## config.mk

```make
export PLATFORM = sky130hd
export DESIGN_NAME = mem_port_arbiter
export DESIGN_NICKNAME = d
export VERILOG_FILES = /design/src/rtl/mem_port_arbiter.sv
export SDC_FILE = /design/constraint.sdc
export NUM_CORES = 1
export LEC_CHECK = 0
export ABC_AREA = 1
export BUFFER_PORTS_ARGS = -buffer_cell sky130_fd_sc_hd__buf_2
export CELL_PAD_IN_SITES_DETAIL_PLACEMENT = 0
export CELL_PAD_IN_SITES_GLOBAL_PLACEMENT = 2
export CORE_AREA = 2 2 174 142
export CTS_CLUSTER_DIAMETER = 40
export CTS_CLUSTER_SIZE = 28
export DETAILED_ROUTE_END_ITERATION = 8
export DIE_AREA = 0 0 176 144
export GPL_TIMING_DRIVEN = 0
export PLACE_DENSITY = 0.74
export SYNTH_ARGS = -nofsm -noshare
export SYNTH_HDL_FRONTEND = slang
export SYNTH_SLANG_ARGS = --single-unit
```

## constraint.sdc

```tcl
create_clock -name clock -period 1.9 [get_ports clock]
set_clock_uncertainty 0.2 [all_clocks]
set_input_delay 0.285 -clock clock [delete_from_list [all_inputs] [get_ports clock]]
set_output_delay 0.285 -clock clock [all_outputs]
set_load 0.02 [all_outputs]
```

## src/rtl/mem_port_arbiter.sv

```systemverilog
// Shared memory port arbiter: grants the single memory port to fetch or to the
// data stage, runs one req/ack transaction per grant and reports done/stall.
module mem_port_arbiter #(
  parameter int ADDR_W    = 32,
  parameter int DATA_W    = 32,
  parameter int MAXSTARVE = 4
) (
  input  logic              clock,
  input  logic              reset,
  input  logic              if_req,
  input  logic [ADDR_W-1:0] if_addr,
  output logic [DATA_W-1:0] if_rdata,
  output logic              if_done,
  output logic              if_stall,
  input  logic              dm_readmem,
  input  logic              dm_writemem,
  input  logic [ADDR_W-1:0] dm_addr,
  input  logic [DATA_W-1:0] dm_wdata,
  output logic [DATA_W-1:0] dm_rdata,
  output logic              dm_done,
  output logic              dm_stall,
  output logic              mem_req,
  output logic              mem_we,
  output logic [ADDR_W-1:0] mem_addr,
  output logic [DATA_W-1:0] mem_wdata,
  input  logic              mem_ack,
  input  logic [DATA_W-1:0] mem_rdata
);

  localparam int CW = (MAXSTARVE < 1) ? 1 : $clog2(MAXSTARVE + 1);

  typedef enum logic [1:0] {
    IDLE    = 2'd0,
    IF_BUSY = 2'd1,
    DM_BUSY = 2'd2
  } state_t;

  state_t            r_state;
  state_t            w_next;
  logic              w_dm_req;
  logic              w_starved;
  logic              w_grant_if;
  logic              w_grant_dm;
  logic              w_complete;

  logic [CW-1:0]     r_starve_cnt;
  logic              r_mem_req;
  logic              r_mem_we;
  logic [ADDR_W-1:0] r_mem_addr;
  logic [DATA_W-1:0] r_mem_wdata;
  logic              r_if_done;
  logic              r_dm_done;
  logic [DATA_W-1:0] r_if_rdata;
  logic [DATA_W-1:0] r_dm_rdata;

  // Arbitration and next state; a store with readmem also high is still a store
  always_comb begin
    w_dm_req   = dm_readmem | dm_writemem;
    w_starved  = (r_starve_cnt == CW'(MAXSTARVE));
    w_grant_if = 1'b0;
    w_grant_dm = 1'b0;
    w_complete = 1'b0;
    w_next     = r_state;
    case (r_state)
      IDLE: begin
        if (if_req && (!w_dm_req || w_starved)) begin
          w_grant_if = 1'b1;
          w_next     = IF_BUSY;
        end else if (w_dm_req) begin
          w_grant_dm = 1'b1;
          w_next     = DM_BUSY;
        end
      end
      IF_BUSY, DM_BUSY: begin
        if (mem_ack) begin
          w_complete = 1'b1;
          w_next     = IDLE;
        end
      end
      default: w_next = IDLE;
    endcase
  end

  always_ff @(posedge clock) begin
    if (reset) begin
      r_state <= IDLE;
    end else begin
      r_state <= w_next;
    end
  end

  // Memory-side request registers, starvation counter and returned data
  always_ff @(posedge clock) begin
    if (reset) begin
      r_starve_cnt <= '0;
      r_mem_req    <= 1'b0;
      r_mem_we     <= 1'b0;
      r_mem_addr   <= '0;
      r_mem_wdata  <= '0;
      r_if_done    <= 1'b0;
      r_dm_done    <= 1'b0;
      r_if_rdata   <= '0;
      r_dm_rdata   <= '0;
    end else begin
      r_if_done <= 1'b0;
      r_dm_done <= 1'b0;
      if (w_grant_if) begin
        r_mem_req    <= 1'b1;
        r_mem_we     <= 1'b0;
        r_mem_addr   <= if_addr;
        r_starve_cnt <= '0;
      end else if (w_grant_dm) begin
        r_mem_req   <= 1'b1;
        r_mem_we    <= dm_writemem;
        r_mem_addr  <= dm_addr;
        r_mem_wdata <= dm_wdata;
        if (if_req && !w_starved) begin
          r_starve_cnt <= r_starve_cnt + 1'b1;
        end
      end else if (w_complete) begin
        r_mem_req <= 1'b0;
        r_mem_we  <= 1'b0;
        if (r_state == IF_BUSY) begin
          r_if_rdata <= mem_rdata;
          r_if_done  <= 1'b1;
        end else begin
          r_dm_rdata <= mem_rdata;
          r_dm_done  <= 1'b1;
        end
      end
    end
  end

  assign mem_req   = r_mem_req;
  assign mem_we    = r_mem_we;
  assign mem_addr  = r_mem_addr;
  assign mem_wdata = r_mem_wdata;
  assign if_done   = r_if_done;
  assign dm_done   = r_dm_done;
  assign if_rdata  = r_if_rdata;
  assign dm_rdata  = r_dm_rdata;

  // Stalls release in the done cycle so the stage can advance that same cycle
  assign if_stall  = if_req & ~r_if_done;
  assign dm_stall  = w_dm_req & ~r_dm_done;

endmodule

```

==> results of run 1 <==
metal layers:
metal	routed length (um)	share of wire (%)
met5	0	0
met4	456	2.2
met3	1310	6.5
met2	8800	43
met1	9770	48
flip-flops by register name (all words and copies together) (netlist names):
name	count
dm_rdata	32
if_rdata	32
mem_addr	32
mem_wdata	32
r_starve_cnt	3
r_state	2
dm_done	1
if_done	1
mem_req	1
mem_we	1
layout make-up:
| type | instances | area (um^2) |
|---|---|---|
| tap | 318 | 398 |
| clock inverter | 13 | 194 |
| inverter | 27 | 111 |
| clock buffer | 19 | 443 |
| fill | 2547 | 14900 |
| sequential | 137 | 2740 |
| multi-input combinational | 540 | 2380 |
| timing repair buffer | 365 | 2310 |
| buffer | 47 | 335 |
| antenna | 2 | 5.00 |
kinds of logic after synthesis:
family                   count (synthesis)  synth area share [%]
buffers and inverters                   74                  5.82
AO/OA/AOI/OAI                          120                  11.7
flip-flops                             137                  51.2
adder cells (fa/ha/maj)                  4                 0.934
AND/OR/NAND/NOR                        416                  30.4
metrics by stage:
stage               power [uW]  hold slack [ns]  setup TNS, ns  worst slack, ns
finish                    8670           0.0184              0           0.0848
global route              9150           0.0323       -0.00751         -0.00498
CTS                       8770        0.0000602              0           0.0142
detailed placement        4920            0.254         -11.43           -0.219
global placement          4910            0.250         -11.54           -0.194
floorplan                 4260            0.238              0            0.248
worst max-delay path: cells and delay by family, from the launching register on:
kind,cells,cell delay [ns]
and+or+nand+nor,4,0.42
AOI/OAI and AO/OA,1,0.18
buffers and inverters,2,0.28
DFF,1,0.36
adders and majority gates,1,0.27
where the power goes:
group / total, uW / internal (uW) / switching, uW
registers: 3240 / 3120 / 116
clock network: 3600 / 2250 / 1350
logic: 1840 / 722 / 1110
final timing paths:
| check | end | slack, ns | depth (start not counted) |
|---|---|---|---|
| worst min-delay path | mem_addr[14] | 0.02 | 5 |
| worst min register to register | mem_addr[1] | 0.27 | 2 |
| worst max register to register | dm_rdata[19] | 0.08 | 8 |
| worst max-delay path | dm_rdata[19] | 0.08 | 8 |
timing repair:
| item | in CTS | in global routing |
|---|---|---|
| hold buffers | 96 | 0 |
| buffers inserted | 0 | 3 |
| pin swaps | 0 | 2 |
| cloned | 0 | 0 |
| resized for setup | 38 | 43 |
| endpoints found under the setup margin | 114 | 119 |
| endpoints found under the hold margin | 119 | 0 |
synthesized netlist by cell type:
master,number,area [um^2]
a21boi_2,1,11.3
a21oi_1,16,80.1
and2_1,1,6.26
buf_1,1,3.75
buf_2,24,120
clkbuf_1,19,71.3
clkbuf_2,3,15.0
dfxtp_1,137,2740
ha_1,4,50.1
inv_1,20,75.1
inv_2,7,26.3
nand2_1,109,409
nand2_2,2,12.5
nand3_1,47,235
nor2_1,257,965
o211ai_2,1,12.5
o21ai_0,99,495
o21ai_2,2,17.5
o21bai_1,1,7.51
==> results.md, run 1 <==
* Status: complete, no violations
* Yosys cell types at 19
* Met1 usage at 21.6%
* IO buf count at 266
* # DRC at 0
* Ports at 268
* Starting Density at between 20% and 30%
* Tmin final at 1.82 ns
* Yosys warning count at 0
* Final setup violation count at 0
* Share of layout cells above drive strength 1 at 31.0%
* Placed Area at ~7100 um^2
* Vias post-DR at 6031
* Worst-path clk slew at ~0.070 ns
* Worst min path class: primary input to flop
* Core Rows at 51
* Post-route ant nets at 0
* Vias/cell at 4.11
* Final period util at 95.5%
* Clk root buf: clkbuf_16
* Grt met2 use at 25.1%
* Syn nets at 889
* Endpoints failing hold at 0
* Critical Path RT at 2.00 ns
* Crit Reg-Reg Startpoint: r_state[0]
* Max clock buf depth at 2
* Detailed Route Iter0 Violations at ~250
* Slew @ Worst Pin at ~0.6 ns
* H-tree Lvls at 4
* CP Class: flop to flop
* WL final at 20300 um
* RSZ-0062 raised after global routing: yes
* Part of the Yosys area used for sequential elements at 51.2%
* Max Cap Violations at 0
* Core box area at 23800 um^2
* Final HPWL DP at 15000 um
* Slowest CP cell: dfxtp_1
* P_leak at 0.00441 uW
* Post-Route Utilization at between 30% and 40%
* Crit-path max cell delay at 0.36 ns
* Max-Slew Margin vs Limit at 60.7%
* PD cells at 971 nW/um^2
* Total GRT Usage at 16.0%
* Worst-Skew Late Latency at around 0.41 ns
* Initial antenna violation count at 2
* Die Ht at 144 um
* Die area at ~25000 um^2
* Layout area overhead at 66.6%
* DR pass1 iterations at 5
* GR met3 Demand/Resource at under 10%
* First-pass GRT wire length at 31300 um
* Yosys reg bits at approximately 140
* Total global routing overflow at 0
* Die width at 176 um
* Cell Area, Synth at 5360 um^2
* Crit path max fanout at 10
* Number of global-route vias before repair at 5731
* Slew Viols, Final at 0
* CP Launch Type: flop
* Design area at 8920 um^2
* GP Congestion at 0.763
* Fin cells at around 1500
* CP Capture Type: flop
* Clk sinks at 137
* TritonCTS Buffers at 17
* Peak VDD IR at 525 uV
* Critical Path Start: r_state[0]
* Commonest cells after routing, fill and taps aside: 278 x buf_2, 255 x nor2_1, 137 x dfxtp_1, 104 x nand2_1, 96 x dlygate4sd3_1
* Final nets at 1273
* Layer with the highest usage: met2
* Syn avg cell area at 7.13 um^2
* DR WL/cell at 13.9 um
* Achievable clock frequency at 551 MHz
* Most common cell after layout, fill and taps aside: buf_2
* Largest net degree at the start of global routing at 17
* Crit path cell chain: inv_1 > ha_4 > nand2_2 > nor2_4 > nand2_4 > buf_8 > o21ai_0 > nor2_1
* CTS tree: done
* Cells after synthesis at approximately 750
* HP Start: if_addr[14]
* Crit path arrival time at about 1.9 ns
* Number of placed instances, taps included at 1335
Power figures use the tool's default switching activity.
==> inputs of run 2 (changes only) <==
- ABC_AREA: 1 -> not set
- CORE_AREA: 2 2 174 142 -> 2 2 172 140
- DIE_AREA: 0 0 176 144 -> 0 0 174 142
==> run 2 against run 1 <==
Compared with the run above: core utilization grew 3.9 points; die area is 2.5% lower; fmax decreased by 2.4%; sequential power down 2%; synthesized cell count shrank 15%; first-iteration DRC count decreased by 12%.
==> results.md, run 2 <==
* TritonCTS Buffers at 17 (unchanged)
* Commonest cells after routing, fill and taps aside: 271 x buf_2, 135 x dfxtp_1, 97 x dlygate4sd3_1, 96 x nand2b_1, 69 x nand3_1
* Ports at 268 (unchanged)
* Crit Reg-Reg Startpoint: r_state[0]
* Largest net degree at the start of global routing at 19 (+2)
* WP buf/inv at 3 (+1)
* PD cells at 888 nW/um^2 (-8.6%)
* R2R Setup Slk at 0.04 ns (-0.04 ns)
* Post-route ant nets at 0 (unchanged)
* Share of layout cells above drive strength 1 at 35.7% (+4.7 points)
* IO buf count at 264 (-0.75%)
* GP Congestion at 0.767 (+0.55%)
* Final nets at 1165 (-8.5%)
* Worst Hold Path Cells at 3 (-2)
* Peak VDD IR at 508 uV (-3.2%)
* Final setup violation count at 0 (unchanged)
* Slowest CP cell: or3b_4
* Total global routing overflow at 0 (unchanged)
* Yosys cell types at 35 (+16)
* Cell taking the most area after synthesis: dfxtp_1
* DR WL/cell at 16.2 um (+17%)
* Met3 Wirelength at 1540 um (+17%)
* First-pass GRT wire length at 34100 um (+9.0%)
* Post-Route Utilization at 41.4% (+3.9 points)
* Layout area overhead at 61.5%
* Yosys reg bits at 137 (unchanged)
* Critical Path RT at 2.00 ns (about the same)
* Part of the Yosys area used for sequential elements at 46.4% (-4.8 points)
* Crit path max fanout at 8 (-2)
* Status: complete, no violations
* WL met2 at 9710 um (+10%)
* H-tree Lvls at 4 (unchanged)
* Vias post-DR at 6159 (+2.1%)
* Cell Area, Synth at 5910 um^2 (+10%)
* Crit path arrival time at 1.96 ns (+0.04 ns)
* DR pass1 iterations at 4 (-1)
* RSZ-0062 raised after global routing: yes
* Slew Viols, Final at 0 (unchanged)
* Most common cell after layout, fill and taps aside: buf_2
* Max-Slew Margin vs Limit at 61.3% (+0.57 points)
* Syn nets at 779 (-12%)
* Initial antenna violation count at 1 (-1)
* Number of placed instances, taps included at 1217 (-8.8%)
* # DRC at 0 (unchanged)
* CP Class: flop to flop
* Highest metal used: met5
* Final HPWL DP at 15200 um (+1.1%)
* Top_reg_cell synth: dfxtp_1
* Yosys warning count at 0 (unchanged)
* Worst Hold Path EP: mem_addr[11]
* Die Ht at 142 um (-1.4%)
* Overall Power at 8470 uW (-2.3%)
* Yosys top cell area share at 46.4% (-4.8 points)
* List of most frequent post-synthesis cells: 137 x dfxtp_1, 96 x nand2b_1, 69 x nand3_1, 69 x o21ai_0, 64 x mux2i_1
* Endpoints failing hold at 0 (unchanged)
* Fin Setup TNS at 0 ns (unchanged)
* Detailed Route Iter0 Violations at 223 (-12%)
* Number of global-route vias before repair at 6271 (+9.4%)
* Crit-path max cell delay at 0.40 ns (+0.04 ns)
* P_leak at 0.00432 uW (-2.1%)
* Die area at 24700 um^2 (-2.5%)
* Wire length on met1 at 10300 um (+5.5%)
* Max clock buf depth at 2 (unchanged)
* Clk root buf: clkbuf_16
* Vias/cell at 4.56 (+11%)
* Core Rows at 50 (-2.0%)
* Fin cells at 1352 (-7.9%)
* Starting Density at 25.7% (+3.2 points)
* Total GRT Usage at 17.4% (+1.4 points)
* WL final at 21900 um (+7.5%)
* Dominant cells by area after synthesis: dfxtp_1 46%, mux2i_1 11%, nand2b_1 10%
* Die width at 174 um (-1.1%)
* CP Launch Type: flop
* CP Capture Type: flop
* Clk sinks at 137 (unchanged)
* Setup slack after layout at 0.0401 ns (-0.0447 ns)
* Crit path cell chain: inv_2 > ha_4 > nand2_4 > or3b_4 > buf_12 > clkbuf_16 > mux2i_1
* Syn avg cell area at 9.22 um^2 (+29%)
* Synth async-reset ratio at 0% (unchanged)
* R2R depth at 7 (-1)
* CTS tree: done
* Worst min path class: primary input to flop
* Top delay family on crit path: simple AND/OR/NAND/NOR gates
* Cells after synthesis at 641 (-15%)
* Tmin final at 1.86 ns (+0.0447 ns)
* Worst-Skew Late Latency at 0.41 ns (about the same)
* Antenna Cells at 0 (-2)
* Worst-path clk slew at 0.06 ns (about the same)
* Count leader, synth: dfxtp_1
* HP Start: if_addr[11]
* EDFF count, synth at 0 (unchanged)
* Final period util at 97.9% (+2.4 points)
* Max Cap Violations at 0 (unchanged)
* Slew @ Worst Pin at 0.581 ns (-0.00848 ns)
* Worst slack at placement at -0.654 ns (-0.435 ns)
* Achievable clock frequency at 538 MHz (-2.4%)
* Core box area at 23000 um^2 (-3.3%)
* R2R Path End: dm_rdata[24]
## run 2: cell types whose count changed in the layout (fill, tap and decap cells not counted), moves of 7 or more
cell | previous run | this run
buf_2 | 278 | 271
a311oi_1 | 0 | 29
o21ai_0 | 90 | 51
nand2_1 | 104 | 3
o21ai_1 | 9 | 17
nor3_1 | 0 | 33
a21oi_1 | 16 | 36
nand2b_1 | 0 | 96
mux2i_1 | 0 | 64
nand3_1 | 47 | 69
clkbuf_2 | 4 | 15
inv_1 | 20 | 3
nor2_1 | 255 | 3
buf_4 | 9 | 17
## run 2: timing repair
item | 4_1_cts | 5_1_grt
pin swaps | 0 | 4
resized for setup | 58 | 61
gates cloned | 0 | 3
hold buffers | 97 | 0
setup buffers | 2 | 4
endpoints found under the hold margin | 129 | 0
setup endpoints to repair | 132 | 94
## run 2: area by class of cell
type | instances | area (um^2)
clock inverters | 15 | 190
clock buffers | 17 | 425
repair buffers | 370 | 2420
well taps | 312 | 390
plain buffers | 65 | 455
fillers | 2358 | 13500
multi-input cells | 431 | 2890
inverters | 5 | 18.8
flip-flops and latches | 137 | 2750
## run 2: layer usage
metal | up-vias | GRT usage (%)
met2 | 228 | 27.6
met5 | - | 0
met4 | 2 | 4.02
met1 | 2854 | 23.0
met3 | 17 | 5.85
li1 | 3058 | -
## run 2: kinds of logic (layout without fill, tap and decap cells)
group	Yosys count	after routing	share of synthesized area [%]
simple gates	218	218	20.7
compound gates	145	145	15.1
flops	137	137	46.4
buf+inv	73	472	6.02
mux	64	64	10.8
fa+ha+maj	4	4	0.847
## run 2: metrics by stage
| step | hold slack (ns) | area (um^2) |
|---|---|---|
| 2_1_floorplan | 0.233 | 5910 |
| 3_3_place_gp | 0.250 | 7620 |
| 3_5_place_dp | 0.251 | 7620 |
| 4_1_cts | 0.0276 | 9350 |
| 5_1_grt | 0.0411 | 9540 |
| 6_report | 0.0507 | 9540 |
## run 2: worst max-delay path by stage
stage	startpoint	to	slack, ns	depth (start not counted)
3_5_place_dp	reset	if_done	-0.65	5
5_1_grt	r_starve_cnt[0]	mem_addr[28]	-0.05	7
3_3_place_gp	reset	if_done	-0.62	5
6_report	r_state[0]	dm_rdata[24]	0.04	7
4_1_cts	r_starve_cnt[0]	mem_addr[9]	0.01	6
2_1_floorplan	r_state[0]	dm_rdata[10]	0.05	8
## run 2: worst min-delay path, stage by stage
cell,delay [ns]
buf_2,0.08
nor3_1,0.04
a311oi_1,0.21
## run 2: where the power goes
part           total, uW  internal, uW  switching (uW)
Sequential          3170          3080            96.2
Combinational       1760           793             972
Clock               3540          2100            1440
Total               8470          5970            2510
==> inputs of run 3 (changes only) <==
- CELL_PAD_IN_SITES_DETAIL_PLACEMENT: 0 -> not set
- CELL_PAD_IN_SITES_GLOBAL_PLACEMENT: 2 -> not set
- CORE_AREA: 2 2 172 140 -> 2 2 129 106
- DIE_AREA: 0 0 174 142 -> 0 0 131 108
- PLACE_DENSITY: 0.74 -> 0.9
==> run 3 against run 2 <==
Compared with the run above: the run now ends with setup timing left; non-clock buffer count decreased by 3; die area decreased by 43%; worst setup slack got worse by 0.17 ns; first-iteration DRC count increased to 2.6 times the previous value; combinational power increased by 3%; fmax decreased by 8.3%; register-to-register slack got worse by 0.17 ns; hold slack got worse by 0.024 ns; power decreased by 1.5%; sequential cell count unchanged; critical endpoint is now mem_addr[23]; largest cell class unchanged.
==> results.md, run 3 (synthesized netlist as in run 2, its figures left out) <==
* Hold Slack at 0.0271 ns (-0.0237 ns)
* Endpoints failing hold at 0 (unchanged)
* PD cells at 894 nW/um^2 (+0.69%)
* CTS tree: done
* Total GRT Usage at 31.3% (+14 points)
* Share of layout cells above drive strength 1 at 37.3% (+1.6 points)
* Clk sinks at 137 (unchanged)
* Worst slack at placement at -0.512 ns (+0.142 ns)
* Peak VDD IR at 588 uV (+16%)
* H-tree Lvls at 4 (unchanged)
* Commonest cells after routing, fill and taps aside: 270 x buf_2, 135 x dfxtp_1, 96 x nand2b_1, 94 x dlygate4sd3_1, 69 x nand3_1
* Failing checks: setup timing
* GP Congestion at 0.878 (+14%)
* Total global routing overflow at 0 (unchanged)
* Slew @ Worst Pin at 0.568 ns (-0.0129 ns)
* Layout area overhead at 58.0%
* Max Cap Violations at 0 (unchanged)
* Setup slack after layout at -0.128 ns (-0.168 ns)
* Most common cell after layout, fill and taps aside: buf_2
* Core box area at 12700 um^2 (-45%)
* Initial antenna violation count at 0 (-1)
* Max clock buf depth at 2 (unchanged)
* Ports at 268 (unchanged)
* Worst min path class: primary input to flop
* DR pass1 iterations at 8 (+4)
* Core Rows at 37 (-26%)
* IO buf count at 264 (unchanged)
* Achievable clock frequency at 493 MHz (-8.3%)
* Layout fillers at 839 (-64%)
* WL final at 24200 um (+11%)
* Tmin final at 2.03 ns (+0.168 ns)
* Worst-path clk slew at 0.06 ns (about the same)
* Register area at 2750 um^2 (unchanged)
* Worst-Skew Late Latency at 0.42 ns (about the same)
* Final nets at 1162 (-0.26%)
* Final HPWL DP at 13400 um (-12%)
* CP Class: flop to flop
* Crit path max fanout at 10 (+2)
* Crit path arrival time at 2.13 ns (+0.17 ns)
* Detailed Route Iter0 Violations at 585 (+160%)
* Post-Route Utilization at 73.3% (+32 points)
* Die Ht at 108 um (-24%)
* Starting Density at 46.4% (+21 points)
* Final setup violation count at 3 (+3)
* Max-Slew Margin vs Limit at 62.1% (+0.86 points)
* CP Launch Type: flop
* Final period util at 107% (+8.8 points)
* P_leak at 0.00427 uW (-1.1%)
* # DRC at 0 (unchanged)
* Overall Power at 8350 uW (-1.5%)
* Largest net degree at the start of global routing at 17 (-2)
* Post-route ant nets at 0 (unchanged)
* DR WL/cell at 20.0 um (+24%)
* Area taken by multi-input logic gates at 2960 um^2 (+2.3%)
* Die width at 131 um (-25%)
* Slew Viols, Final at 0 (unchanged)
* Status: complete, but fails checks
* Critical Path RT at 2.00 ns (about the same)
* CP Capture Type: flop
* TritonCTS Buffers at 17 (unchanged)
* Die area at 14100 um^2 (-43%)
* Vias/cell at 5.79 (+27%)
* Clk root buf: clkbuf_16
* Number of global-route vias before repair at 6743 (+7.5%)
* Vias post-DR at 7012 (+14%)
* First-pass GRT wire length at 34200 um (+0.24%)
run 3: changes by cell type in the layout (fill, tap and decap cells not counted), sizes merged:
cell,change
clkbuf,+1
buf,-1
diode,+1
clkinv,+4
clkdlybuf4s15,+1
inv,-6
dlygate4sd3,-3
run 3: critical path, cell delays in order (launching register included):
cell	delay, ns
dfxtp_1	0.36
inv_1	0.09
ha_4	0.18
nand3_1	0.13
buf_6	0.19
buf_6	0.16
nand3_1	0.15
a311oi_1	0.41
run 3: where the power goes:
group          internal, uW  switching, uW
logic                   766           1050
clock network          2040           1290
registers              3080            117
run 3: cell type report:
| cell class | instances | share of cell area, % |
|---|---|---|
| inverter | 5 | 0.201 |
| buffer | 66 | 4.99 |
| sequential | 137 | 29.4 |
| antenna | 1 | 0.0268 |
| timing repair buffer | 366 | 25.1 |
| clock buffer | 18 | 4.60 |
| clock inverter | 13 | 1.66 |
| tap | 175 | 2.35 |
| multi-input combinational | 431 | 31.7 |
run 3: per-stage QoR:
stage | instance area, um^2 | instances | TNS (ns)
after global routing | 9330 | 1211 | -0.418
after CTS | 9050 | 1204 | 0
after detailed placement | 7450 | 1080 | -34.73
final | 9330 | 1212 | -0.230
after global placement | 7450 | 1080 | -33.60
after floorplan | 5910 | 641 | 0
run 3: final timing paths:
| path | from | depth (start not counted) | slack [ns] | end |
|---|---|---|---|---|
| max | r_starve_cnt[1] | 7 | -0.13 | mem_addr[23] |
| min | dm_addr[2] | 3 | 0.03 | mem_addr[2] |
| max reg2reg | r_starve_cnt[1] | 7 | -0.13 | mem_addr[23] |
| min reg2reg | mem_req | 2 | 0.26 | mem_req |
run 3: what timing repair did:
action                                  in CTS  in global routing
gates resized for setup                     42                112
endpoints found under the setup margin     131                101
cloned                                       0                  3
setup buffers                                1                  4
endpoints found under the hold margin      123                  0
pin swaps                                    1                  7
hold buffers                                94                  0
run 3: metal layers:
metal | GRT usage (%) | vias to the layer above | share of wire, %
li1 | - | 3063 | -
met2 | 53.3 | 587 | 48
met4 | 19.2 | 0 | 5.8
met1 | 33.7 | 3221 | 35
met3 | 10.1 | 141 | 11
met5 | 0 | - | 0
